### config.mk
export PLATFORM = sky130hd
export DESIGN_NAME = dps_mode_ctrl
export DESIGN_NICKNAME = d
export VERILOG_FILES = /design/src/rtl/dps_pkg.sv /design/src/rtl/prim_flop_2sync.sv /design/src/rtl/dps_mode_ctrl.sv
export SDC_FILE = /design/constraint.sdc
export NUM_CORES = 1
export LEC_CHECK = 0
export CAP_MARGIN = 20
export CELL_PAD_IN_SITES_DETAIL_PLACEMENT = 1
export CELL_PAD_IN_SITES_GLOBAL_PLACEMENT = 2
export CORE_UTILIZATION = 30
export CTS_CLUSTER_DIAMETER = 150
export DETAILED_ROUTE_END_ITERATION = 8
export PLACE_DENSITY = 0.73
export SYNTH_ARGS = -nofsm -noshare
export SYNTH_HDL_FRONTEND = slang
export SYNTH_HIERARCHICAL = 1
export SYNTH_SLANG_ARGS = --single-unit
export TNS_END_PERCENT = 100
### constraint.sdc
create_clock -name clk_i -period 2.4 [get_ports clk_i]
set_clock_uncertainty 0.2 [all_clocks]
set_input_delay 0.24 -clock clk_i [delete_from_list [all_inputs] [get_ports clk_i]]
set_output_delay 0.24 -clock clk_i [all_outputs]
set_load 0.01 [all_outputs]
### src/rtl/dps_pkg.sv
// Shared types and defaults for the debug-port strap/reset sequencer.
// Latency: n/a (types and constants only).
// Backpressure: n/a.
package dps_pkg;

  typedef enum logic [1:0] {
    SYNC_WAIT = 2'd0,
    SAMPLE    = 2'd1,
    LOCKED    = 2'd2,
    SRST_HOLD = 2'd3
  } dps_state_e;

  typedef enum logic {
    DpsJtag = 1'b0,
    DpsSpi  = 1'b1
  } dps_mode_e;

  localparam int unsigned DefDebounceCycles = 16;
  localparam int unsigned DefSrstStretch    = 8;
  localparam int unsigned DefSyncStages     = 2;

  // Largest of three values; sizes the shared sequencing counter.
  function automatic int unsigned max3(input int unsigned a,
                                       input int unsigned b,
                                       input int unsigned c);
    int unsigned m;
    m = (a > b) ? a : b;
    m = (m > c) ? m : c;
    return m;
  endfunction

endpackage

### src/rtl/prim_flop_2sync.sv
// Two-flop synchroniser for quasi-static pad inputs, with a per-instance reset value.
// Latency: 2 clk_i edges from d_i to q_o.
// Backpressure: none; samples every cycle.
module prim_flop_2sync #(
  parameter int unsigned      Width      = 1,
  parameter logic [Width-1:0] ResetValue = '0
) (
  input  logic             clk_i,
  input  logic             rst_ni,
  input  logic [Width-1:0] d_i,
  output logic [Width-1:0] q_o
);

  logic [Width-1:0] meta_q;

  // Two back-to-back flops; the first may go metastable, the second resolves it.
  always_ff @(posedge clk_i or negedge rst_ni) begin
    if (!rst_ni) begin
      meta_q <= ResetValue;
      q_o    <= ResetValue;
    end else begin
      meta_q <= d_i;
      q_o    <= meta_q;
    end
  end

endmodule

### src/rtl/dps_mode_ctrl.sv
// Synchronises/debounces the SPI-vs-JTAG and boot straps, latches the mode, sequences system reset.
// Latency: power-up lock at edge SyncStages+DebounceCycles; srst fall to reset request in SyncStages+1 edges.
// Backpressure: none; relatch_i is honoured only while LOCKED, otherwise dropped.
module dps_mode_ctrl
  import dps_pkg::*;
#(
  parameter int unsigned DebounceCycles = DefDebounceCycles,
  parameter int unsigned SrstStretch    = DefSrstStretch,
  parameter int unsigned SyncStages     = DefSyncStages
) (
  input  logic clk_i,
  input  logic rst_ni,
  input  logic strap_spi_i,
  input  logic strap_boot_i,
  input  logic jtag_srst_ni,
  input  logic relatch_i,
  output logic mode_spi_o,
  output logic bootstrap_o,
  output logic mode_valid_o,
  output logic jtag_en_o,
  output logic spi_en_o,
  output logic sys_rst_req_no
);

  // One counter serves the power-up wait, the debounce and the srst stretch.
  localparam int unsigned CntMax = max3(DebounceCycles, SrstStretch, SyncStages);
  localparam int unsigned CntW   = $clog2(CntMax + 1);
  localparam logic [CntW-1:0] DebLast  = CntW'(DebounceCycles - 1);
  localparam logic [CntW-1:0] SrstLast = CntW'(SrstStretch - 1);
  localparam logic [CntW-1:0] SyncLast = CntW'(SyncStages);

  // Raw pads bundled as {srst_n, spi, boot}; srst idles high, straps idle low.
  localparam logic [2:0] RawRst = 3'b100;

  logic [2:0]      raw;
  logic [2:0]      pre_out;
  logic [1:0]      strap_sync;   // {spi, boot}
  logic            srst_sync;
  dps_state_e      state;
  logic [CntW-1:0] cnt;
  logic [CntW-1:0] cnt_inc;
  logic [1:0]      last;
  logic            lock_spi;

  assign raw = {jtag_srst_ni, strap_spi_i, strap_boot_i};

  generate
    if (SyncStages > 2) begin : g_pre
      logic [2:0] pre_q [SyncStages-2];

      // Extra leading stages for deeper synchronisation ahead of the 2-flop primitive.
      always_ff @(posedge clk_i or negedge rst_ni) begin
        if (!rst_ni) begin
          for (int i = 0; i < int'(SyncStages) - 2; i++) pre_q[i] <= RawRst;
        end else begin
          pre_q[0] <= raw;
          for (int i = 1; i < int'(SyncStages) - 2; i++) pre_q[i] <= pre_q[i-1];
        end
      end

      assign pre_out = pre_q[SyncStages-3];
    end else begin : g_nopre
      assign pre_out = raw;
    end
  endgenerate

  prim_flop_2sync #(
    .Width      (2),
    .ResetValue (2'b00)
  ) u_sync_strap (
    .clk_i  (clk_i),
    .rst_ni (rst_ni),
    .d_i    (pre_out[1:0]),
    .q_o    (strap_sync)
  );

  prim_flop_2sync #(
    .Width      (1),
    .ResetValue (1'b1)
  ) u_sync_srst (
    .clk_i  (clk_i),
    .rst_ni (rst_ni),
    .d_i    (pre_out[2]),
    .q_o    (srst_sync)
  );

  // Saturating increment so a stuck condition can never wrap into a false match.
  assign cnt_inc  = (cnt == '1) ? cnt : cnt + 1'b1;
  assign lock_spi = (dps_mode_e'(strap_sync[1]) == DpsSpi);

  // Sequencer: wait for synchronisers, debounce, lock, and stretch JTAG resets.
  always_ff @(posedge clk_i or negedge rst_ni) begin
    if (!rst_ni) begin
      state          <= SYNC_WAIT;
      cnt            <= '0;
      last           <= 2'b00;
      mode_spi_o     <= 1'b0;
      bootstrap_o    <= 1'b0;
      mode_valid_o   <= 1'b0;
      jtag_en_o      <= 1'b0;
      spi_en_o       <= 1'b0;
      sys_rst_req_no <= 1'b0;
    end else begin
      case (state)
        SYNC_WAIT: begin
          // Leave only once the synchroniser holds real pad data. The value loaded
          // here is already a valid synced sample, so it counts as the first
          // stable cycle; this keeps power-up lock at SyncStages+DebounceCycles.
          if (cnt == SyncLast) begin
            state <= SAMPLE;
            last  <= strap_sync;
            cnt   <= CntW'(1);
          end else begin
            cnt <= cnt_inc;
          end
        end

        SAMPLE: begin
          if (strap_sync == last) begin
            if (cnt == DebLast) begin
              state          <= LOCKED;
              cnt            <= '0;
              mode_spi_o     <= lock_spi;
              bootstrap_o    <= strap_sync[0];
              mode_valid_o   <= 1'b1;
              jtag_en_o      <= ~lock_spi;
              spi_en_o       <= lock_spi;
              sys_rst_req_no <= 1'b1;
            end else begin
              cnt <= cnt_inc;
            end
          end else begin
            cnt  <= '0;
            last <= strap_sync;
          end
        end

        LOCKED: begin
          // srst has priority over relatch; the srst pin is unused in SPI mode.
          if (!srst_sync && !mode_spi_o) begin
            state          <= SRST_HOLD;
            cnt            <= '0;
            mode_valid_o   <= 1'b0;
            jtag_en_o      <= 1'b0;
            spi_en_o       <= 1'b0;
            sys_rst_req_no <= 1'b0;
          end else if (relatch_i) begin
            state          <= SAMPLE;
            cnt            <= '0;
            last           <= strap_sync;
            mode_valid_o   <= 1'b0;
            jtag_en_o      <= 1'b0;
            spi_en_o       <= 1'b0;
            sys_rst_req_no <= 1'b0;
          end
        end

        SRST_HOLD: begin
          // Any low srst sample restarts the stretch.
          if (!srst_sync) begin
            cnt <= '0;
          end else if (cnt == SrstLast) begin
            state <= SAMPLE;
            cnt   <= '0;
            last  <= strap_sync;
          end else begin
            cnt <= cnt_inc;
          end
        end

        default: begin
          state <= SYNC_WAIT;
          cnt   <= '0;
        end
      endcase
    end
  end

endmodule
==> out/metrics.yaml <==
cells_and_area:
  drive_above_1_share: 0.228
  final_net_count: 129
  final_area_um2: 1390
  mostFrequentLayoutCells: "dfrtp_1 (18), clkdlybuf4s50_1 (11), nand2_1 (7), a21oi_1 (7), ha_1 (7)"
  final_common_cell: "dfrtp_1"
  antennaDiodeCount: 0
  utilization: 0.377
  area_growth_pct: 19.8
  fin_cells: 162
clock_network:
  root_buffer: "clkbuf_8"
  cts_buffer_depth: 2
  cts_hold_buf: 0
  cts_setup_buffers: 0
  htreeDepth: 1
  clock_latency_ps: 260
  cts_tree: "built"
  path_clk_slew_ps: 70
  cts_made_buffers: 3
  clock-sinks: 20
  cts_resized: 0
placed_design:
  place_inst: 158
  portBuffers: 11
  dp_slack_ps: 145
  placed_area_um2: 1320
  routabilityCongestion: 0.807
  dp_hpwl_um: 1800
routing:
  wl_per_cell_um: 14.6
  dr.pass1.iters: 4
  ant_nets: 0
  vias_per_cell: 5.02
  wl_um: 2360
  route.detailed.drc: 0
  dr_total_vias: 814
  drt_iter0_drc: 24
yosys:
  synth_cell_types: 40
  synth_warnings: 6
  syn_avg_cell_area_um2: 11.6
  async_flop_share: 1.00
  ys.flop_type: "dfrtp_1"
  synth-edff-count: 0
  synth_seq_cells: 20
  synthesis.area_um2: 1160
  seq_area_frac_synth: 0.433
  syn_nets: 114
  syn-instance-count: 100
critical_path:
  r2r-end: "spi_en_o"
  path_cells: "ha_2, nand4b_4, or4b_4, a21oi_4, mux2_4"
  worstSetupPathType: "reg -> reg"
  cp-end-kind: "register"
  reg2reg_slack_ps: 200
  crit_path_top_delay_cell: "or4b_4"
  start_kind: "register"
  reg2regPathDepth: 5
  critical_path_arrival_ps: 2150
  path_max_fanout: 7
  r2r-start: "cnt[1]"
  critical_path_required_ps: 2350
  cpPeakStageDelay_ps: 540
timing:
  min_period_over_period: 0.919
  holdWs_ps: 115
  min_period_ps: 2200
  rsz0062_at_grt: "false"
  drv_slew: 0
  relSlewSlack: 0.693
  fin_ws_ps: 195
  setup_violations: 0
  max_freq_ghz: 0.454
  timing.final.hold_violations: 0
  setup_tns_ps: 0
  worstMarginPinSlew_ps: 455
floorplanning:
  initial_core_util: 0.315
  die_area_um2: 4120
  dieWidth_um: 64.2
  io_pins: 12
  rows: 22
  die_h_um: 64.2
  fp.coreArea_um2: 3690
pwr:
  power.leakage_nw: 0.641
  ir_worst_vdd_mv: 0.356
  power_per_cell_area_nw_per_um2: 983
  power_mw: 1.37
min_path:
  holdCritPathClass: "in -> async"
run:
  cap_violations: 0
grt:
  grt_pass1_vias: 855
  antenna_found_initial: 0
  grt_overflow: 0
  grt_max_degree: 21
  grt_pass1_wl_um: 4080
  grtUsageTotal: 0.130
run_status:
  outcome: "completed"
-- report_power, final --
part           switching (mW)  internal, mW
registers              0.0756         0.416
logic                   0.303         0.317
clock network           0.109         0.146
-- registers in the layout, indices dropped and copies added, names as in the netlist --
register             cells
u_sync_srst/q_o          1
spi_en_o                 1
last                     2
mode_spi_o               1
cnt                      5
u_sync_strap/meta_q      2
jtag_en_o                1
bootstrap_o              1
sys_rst_req_no           1
state                    2
u_sync_strap/q_o         2
u_sync_srst/meta_q       1
-- per-layer routing --
metal  vias to the layer above  global-route usage  share of wire
met5                         -                   0              0
li1                        391                   -              -
met2                        14               0.211           0.49
met1                       404               0.165           0.46
met3                         5              0.0268          0.027
met4                         0              0.0556          0.016
-- worst max-delay path by stage --
stage,start,endpoint,slack (ps),depth (start not counted)
after CTS,cnt[1],spi_en_o,120,5
after floorplan,cnt[1],jtag_en_o,270,5
after global routing,cnt[1],spi_en_o,80,5
after global placement,cnt[1],jtag_en_o,190,5
after detailed placement,cnt[1],jtag_en_o,140,5
final,cnt[1],spi_en_o,200,5
-- area by class of cell --
cell class	count	area, um^2
Timing Repair Buffer	14	133
Tap cell	48	60.1
Fill cell	425	2300
Sequential cell	20	503
Multi-Input combinational cell	71	622
Inverter	5	18.8
Clock buffer	4	55.1
-- logic make-up (layout without fill, tap and decap cells) --
| logic type | after synthesis | in the layout | share of synthesized area |
|---|---|---|---|
| DFF | 20 | 20 | 0.433 |
| xor gates and xnor gates | 4 | 4 | 0.0302 |
| muxes | 9 | 9 | 0.0905 |
| adders and majority gates | 8 | 8 | 0.0862 |
| AOI/OAI and AO/OA | 24 | 24 | 0.163 |
| and+or+nand+nor | 26 | 26 | 0.148 |
| buffers and inverters | 9 | 23 | 0.0496 |
-- worst max-delay path, delay by kind of cell, from the launching register on --
kind	cells	cell delay, ps
AO/OA/AOI/OAI	1	200
AND/OR/NAND/NOR	2	670
multiplexers	1	310
flip-flops	1	420
adder cells (fa/ha/maj)	1	290
-- Yosys cell counts (2+ instances only) --
cell	instances	share of area
a211o_1	2	0.015
a21o_1	2	0.013
a21oi_1	7	0.030
clkbuf_8	2	0.024
dfrtp_1	18	0.39
dfstp_2	2	0.045
ha_1	8	0.086
inv_1	5	0.016
mux2_2	4	0.039
mux2_4	2	0.026
mux2i_1	3	0.026
nand2_1	7	0.023
nand2b_1	2	0.011
nand4_1	4	0.022
nor2_1	3	0.0097
o21ai_0	2	0.0086
o2bb2ai_1	2	0.015
xnor2_1	2	0.015
xor2_1	2	0.015
No activity file was read; power rests on OpenSTA's default activity.
